[src/rtl/gf32_mul_arbiter.sv]
// rtl/gf32_mul_arbiter.sv - round-robin arbiter sharing one external GF(2^32) multiplier
module gf32_mul_arbiter #(
    parameter int N_REQ = 3,
    parameter int IDX_W = $clog2(N_REQ)
) (
    input  logic                i_clk,
    input  logic                i_rst,
    input  logic [N_REQ-1:0]    i_req_start,
    input  logic [32*N_REQ-1:0] i_req_x,
    input  logic [32*N_REQ-1:0] i_req_y,
    output logic [N_REQ-1:0]    o_req_done,
    output logic [31:0]         o_req_out,
    output logic                o_start_mul32,
    output logic [31:0]         o_x_mul32,
    output logic [31:0]         o_y_mul32,
    input  logic [31:0]         i_o_mul32,
    input  logic                i_done_mul32,
    output logic                o_busy,
    output logic [IDX_W-1:0]    o_grant_idx,
    output logic                o_err
);

    // One extra bit so rr_ptr + offset never overflows before the modulo wrap.
    localparam int CNT_W = IDX_W + 1;

    typedef enum logic [1:0] {
        S_IDLE  = 2'd0,
        S_ISSUE = 2'd1,
        S_WAIT  = 2'd2
    } state_t;

    state_t             state_q,     state_d;
    logic [N_REQ-1:0]   pending_q,   pending_d;
    logic [IDX_W-1:0]   rr_ptr_q,    rr_ptr_d;
    logic [IDX_W-1:0]   grant_idx_q, grant_idx_d;
    logic [31:0]        req_out_q,   req_out_d;
    logic [N_REQ-1:0]   req_done_q,  req_done_d;
    logic               err_q,       err_d;

    logic [IDX_W-1:0]   rr_winner;
    logic               rr_found;
    logic [CNT_W-1:0]   rr_sum;
    logic [IDX_W-1:0]   rr_cand;
    logic [N_REQ-1:0]   clr_mask;
    logic [N_REQ-1:0]   dup_start;

    // Round-robin search: first pending index at or after rr_ptr, wrapping modulo N_REQ.
    always_comb begin
        rr_winner = '0;
        rr_found  = 1'b0;
        rr_sum    = '0;
        rr_cand   = '0;
        for (int k = 0; k < N_REQ; k++) begin
            rr_sum = {1'b0, rr_ptr_q} + CNT_W'(k);
            if (rr_sum >= CNT_W'(N_REQ)) begin
                rr_sum = rr_sum - CNT_W'(N_REQ);
            end
            rr_cand = rr_sum[IDX_W-1:0];
            if (!rr_found && pending_q[rr_cand]) begin
                rr_winner = rr_cand;
                rr_found  = 1'b1;
            end
        end
    end

    // Operand mux: the multiplier always sees the slices of the granted requester.
    always_comb begin
        o_x_mul32 = '0;
        o_y_mul32 = '0;
        for (int k = 0; k < N_REQ; k++) begin
            if (grant_idx_q == IDX_W'(k)) begin
                o_x_mul32 = i_req_x[32*k +: 32];
                o_y_mul32 = i_req_y[32*k +: 32];
            end
        end
    end

    // Next-state, pending bookkeeping and error detection.
    always_comb begin
        state_d     = state_q;
        pending_d   = pending_q;
        rr_ptr_d    = rr_ptr_q;
        grant_idx_d = grant_idx_q;
        req_out_d   = req_out_q;
        req_done_d  = '0;
        err_d       = err_q;
        clr_mask    = '0;
        dup_start   = '0;

        case (state_q)
            S_IDLE: begin
                if (|pending_q) begin
                    grant_idx_d = rr_winner;
                    state_d     = S_ISSUE;
                end
            end
            S_ISSUE: begin
                state_d = S_WAIT;
            end
            S_WAIT: begin
                if (i_done_mul32) begin
                    req_out_d             = i_o_mul32;
                    clr_mask[grant_idx_q] = 1'b1;
                    req_done_d            = clr_mask;
                    rr_ptr_d              = (grant_idx_q == IDX_W'(N_REQ - 1)) ? '0
                                                                               : grant_idx_q + 1'b1;
                    state_d               = S_IDLE;
                end
            end
            default: begin
                state_d = S_IDLE;
            end
        endcase

        // A multiplier completion we are not waiting for is a protocol violation.
        if (i_done_mul32 && (state_q != S_WAIT)) begin
            err_d = 1'b1;
        end

        // A bit being cleared on this edge is free again, so a start on it is not a duplicate.
        dup_start = i_req_start & pending_q & ~clr_mask;
        if (|dup_start) begin
            err_d = 1'b1;
        end
        pending_d = (pending_q & ~clr_mask) | i_req_start;
    end

    // State register with asynchronous reset.
    always_ff @(posedge i_clk or posedge i_rst) begin
        if (i_rst) begin
            state_q     <= S_IDLE;
            pending_q   <= '0;
            rr_ptr_q    <= '0;
            grant_idx_q <= '0;
            req_out_q   <= '0;
            req_done_q  <= '0;
            err_q       <= 1'b0;
        end else begin
            state_q     <= state_d;
            pending_q   <= pending_d;
            rr_ptr_q    <= rr_ptr_d;
            grant_idx_q <= grant_idx_d;
            req_out_q   <= req_out_d;
            req_done_q  <= req_done_d;
            err_q       <= err_d;
        end
    end

    assign o_start_mul32 = (state_q == S_ISSUE);
    assign o_busy        = (state_q != S_IDLE);
    assign o_grant_idx   = grant_idx_q;
    assign o_req_out     = req_out_q;
    assign o_req_done    = req_done_q;
    assign o_err         = err_q;

endmodule

[config.mk]
export PLATFORM = sky130hd
export DESIGN_NAME = gf32_mul_arbiter
export DESIGN_NICKNAME = d
export VERILOG_FILES = /design/src/rtl/gf32_mul_arbiter.sv
export SDC_FILE = /design/constraint.sdc
export NUM_CORES = 1
export LEC_CHECK = 0
export ABC_CLOCK_PERIOD_IN_PS = 4000
export CORE_AREA = 5 5 128 130
export CTS_CLUSTER_SIZE = 12
export DETAILED_ROUTE_END_ITERATION = 7
export DIE_AREA = 0 0 133 135
export GPL_TIMING_DRIVEN = 0
export PLACE_DENSITY = 0.7
export SYNTH_ARGS = -nofsm -noshare
export SYNTH_HDL_FRONTEND = slang
export SYNTH_SLANG_ARGS = --single-unit
[constraint.sdc]
create_clock -name i_clk -period 4 [get_ports i_clk]
set_clock_uncertainty 0.2 [all_clocks]
set_input_delay 1.2 -clock i_clk [delete_from_list [all_inputs] [get_ports i_clk]]
set_output_delay 1.2 -clock i_clk [all_outputs]
set_load 0.03 [all_outputs]
# Word-level counts from Yosys, hierarchy flattened
# Cells that the tools add are included.
# op_classes
order_cmp	8
n_reduce_logical	15
addsub	6
mux	30
bitwise	5
eq_ne	7
# op_table
op	count
$mux W32	6
$mux W2	9
$lt A2 B3 Y1 const B	4
$and A3 B3 Y3	3
$mux W1	8
$bmux W1 S2	3
$ge A3 B2 Y1 const B	2
$mux W3	2
$ne A2 B2 Y1 const B	3
$pmux W2 S3	1
$reduce_and A2 Y1	3
$reduce_or A3 Y1	2
$sub A2 B2 Y2 const B	3
$eq A2 B1 Y1 const B	2
$eq A2 B2 Y1 const B	2
$logic_and A1 B1 Y1	4
$logic_not A2 Y1	2
$reduce_bool A2 Y1	2
$add A2 B1 Y3 const B	1
$add A2 B2 Y3 const B	1
$not A3 Y3	1
$or A3 B3 Y3	1
$add A2 B1 Y2 const B	1
$demux W1 S2	1
other kinds (3)	4
# word_totals
out_inout_bits	104
input_bits	230
word_cells	78
regBits	45

# Logic depth before layout (Yosys ltp)
# depth
depth_word	11
mapped_depth	6
ltp_nobuf	6

# Worst setup path before layout
# No wires, ideal clock.
# synth_path
path_type	input -> output
start	input port i_req_x[63]
end	output port o_x_mul32[31]
stages	2
n_path_buf	0
arrival_time_ns	1.932
t_required_ns	2.600
path_slack_ns	0.668
path_cell_list	mux2i_1 > o21ai_0
# synth_between
elab_chain_cells	2
# synth_rtl
element	line	text
start: declaration	9	input logic [32*N_REQ-1:0] i_req_x,
$mux W32 (2 in a row)	71	if (grant_idx_q == IDX_W'(k)) begin
end: declaration	14	output logic [31:0] o_x_mul32,
# No other way between the ends.

# Worst setup path in the final report
# layout_path
start	input port i_req_x[5]
end	output port o_x_mul32[5]
# layout_between
elab_chain_cells	3
# layout_rtl
element	line
$mux W32 (3 in a row)	71
# No other way between the ends.

==> results.py <==
metrics = {
    "clock_network": {
        "hold_buffers": 0,
        "h-tree-depth": 2,
        "cts_tree": "built",
        "cts_buffers": 5,
        "cts.sinks": 45,
        "clk_pin_slew_ps": 60,
        "clkLatencyLatePin_ps": 280,
        "clock_path_buffers": 2,
        "root_buffer": "clkbuf_16",
    },
    "synth": {
        "seq_area_frac_synth_pct": 33.1,
        "synth_mux_area_share_pct": 32.8,
        "synth_xor_area_share_pct": 0,
        "synth-main-ff-cell": "dfrtp_1",
        "synth_area_leader_cell": "dfrtp_1",
        "synth-adder-area-share_pct": 1.10,
        "synth_edf_count": 0,
        "synth.area.top_cells": "dfrtp_1 33%, mux2i_1 19%, mux2_4 12%, o22ai_1 11%, nand2_1 7.7%",
        "syn_inst": 354,
        "synth-simple-area-share_pct": 11.0,
        "ys_ff_latch": 45,
        "syn_nets": 587,
        "syn-cell-area_sq_um": 3400,
        "synth.distinct_cells": 33,
        "yosys_warnings": 0,
        "synth_top_family_by_area": "multiplexers",
        "synth-compound-area-share_pct": 14.7,
        "async_flop_share_pct": 100,
        "synth_top_area_share_pct": 33.1,
        "avgSynthCellArea_sq_um": 9.60,
    },
    "placement": {
        "gp_congestion": 0.925,
        "portBuffers": 333,
        "dpl.hpwl_microns": 15800,
    },
    "min_path": {
        "min_to": "o_req_out[5]",
        "hold_start": "o_req_out[5]",
        "min_path_cells": 1,
        "min_path_type": "reg -> reg",
    },
    "final_layout": {
        "final_common_cell": "clkdlybuf4s50_1",
        "areaGrowthSynthToFinish_pct": 109,
        "fill_cells": 1409,
        "finish.utilization_pct": 47.2,
        "antenna_cells": 0,
        "final_nets": 927,
        "drive_above_1_share_pct": 9.35,
        "mostFrequentLayoutCells": "271 x clkdlybuf4s50_1, 70 x nand2_1, 64 x mux2i_1",
    },
    "sta": {
        "fin_crit_ps": 3990,
        "slew_headroom_pct": 37.4,
        "rsz0062_at_grt": "false",
        "report.final.slew_viol_count": 0,
        "fmax_mhz": 251,
        "tightest_slew_ps": 938,
        "hold_viol_final": 0,
        "setup_viol": 0,
        "period_share_pct": 99.6,
    },
    "drt": {
        "remaining_drc_errors": 0,
        "drtAntennaViolNets": 0,
        "first_pass_iters": 4,
        "routed_wl_microns": 18800,
        "vias": 4113,
        "vias_per_cell": 4.66,
        "drt-wirelength-per-cell_microns": 21.3,
        "drtIter0Drc": 180,
    },
    "setup_path": {
        "crit_type": "in -> out",
        "cp-start-kind": "input port",
        "r2r_cells": 6,
        "r2r-end": "o_grant_idx[1]",
        "rrSetupSlack_ps": 2190,
        "crit_fanout": 1,
        "required_ps": 2600,
        "r2r-start": "rr_ptr_q[0]",
        "arrival_ps": 2590,
        "end_kind": "output pin",
    },
    "grt": {
        "antenna_found_initial": 1,
        "grt_pass1_vias": 4248,
        "grt_pass1_wl_microns": 26800,
        "grt_usage_pct": 19.4,
        "grt_overflow": 0,
        "grt_max_degree": 46,
    },
    "run_status": {
        "status": "finished clean",
    },
    "pwr": {
        "leakage_uw": 0.00320,
        "irDropWorstVdd_mv": 0.303,
        "finalPower_uw": 4900,
        "power_density_nw_per_um2": 691,
    },
    "job": {
        "maxCapViolations": 0,
    },
    "floorplanning": {
        "row_count": 45,
        "io-pin-count": 334,
        "die_w_microns": 133,
        "initial_utilization_pct": 22.6,
        "coreArea_sq_um": 15000,
        "die_h_microns": 135,
        "die_area_sq_um": 18000,
    },
}
per-stage QoR:
stage / area (sq um) / cells / setup slack (ps) / setup TNS (ps) / hold WS [ps]
final: 7090 / 883 / 14.4 / 0 / 309
after global routing: 7090 / 883 / 2.41 / 0 / 328
after CTS: 7050 / 883 / 0.716 / 0 / 313
after detailed placement: 6970 / 875 / -225 / -2600 / 293
after global placement: 6970 / 875 / -225 / -2520 / 290
after floorplan: 3400 / 354 / 668 / 0 / 273
area by class of cell:
cell class	count	area, sq um	share of cell area, %
inverter	9	33.8	0.476
buffer	33	213	3.00
sequential	45	1130	15.9
clock inverter	3	21.3	0.300
timing repair buffer	333	3320	46.7
clock buffer	5	125	1.76
multi-input combinational	267	2020	28.5
tap	188	235	3.32
cell usage after synthesis (3+ instances only):
cell type,number
o22ai_1,62
nand3b_1,3
ha_1,3
o21ai_0,5
dfrtp_1,45
buf_4,3
nor2_1,6
inv_1,8
buf_6,9
buf_2,8
mux2_4,27
buf_1,3
mux2i_1,64
mux2_2,6
clkbuf_1,10
nand2_1,70
worst max path at each step:
stage	from	endpoint	cells after the start
6_report	i_req_x[5]	o_x_mul32[5]	4
5_1_grt	i_req_x[23]	o_x_mul32[23]	4
4_1_cts	i_req_x[35]	o_x_mul32[3]	4
3_5_place_dp	i_req_y[33]	o_y_mul32[1]	4
3_3_place_gp	i_req_y[33]	o_y_mul32[1]	4
2_1_floorplan	i_req_x[63]	o_x_mul32[31]	2
timing repair:
action	4_1_cts	5_1_grt
endpoints found under the setup margin	46	16
setup buffers	0	0
resized for setup	46	16
gates cloned	0	0
worst max-delay path: stages:
cell and delay [ps]:
clkdlybuf4s50_1 470, mux2i_1 70, o22ai_1 150, clkdlybuf4s50_1 700
layer usage:
metal / part of all wire [%] / GRT usage, % / vias up / wire length, microns
li1: - / - / 1968 / -
met1: 38 / 23.4 / 1928 / 7170
met2: 49 / 32.3 / 197 / 9250
met3: 12 / 8.42 / 18 / 2190
met4: 1.1 / 3.64 / 2 / 216
met5: 0.069 / 0 / - / 13
power by group:
| part | total, uW | internal [uW] | switching (uW) |
|---|---|---|---|
| clock network | 403 | 232 | 171 |
| registers | 783 | 657 | 126 |
| logic | 3720 | 1590 | 2120 |
sequential cells by signal, indices dropped and copies added, names as in the netlist:
register	count
o_req_done	3
o_err	1
o_grant_idx	2
state_q	2
o_req_out	32
pending_q	3
rr_ptr_q	2
kinds of logic (layout without fill, tap and decap cells):
family                     count (synthesis)  in the layout
AOI/OAI and AO/OA                         79             79
adders and majority gates                  3              3
buffers and inverters                     42            383
DFF                                       45             45
muxes                                     97             97
and+or+nand+nor                           88             88
Note: power is estimated with default switching activity, not from simulation.
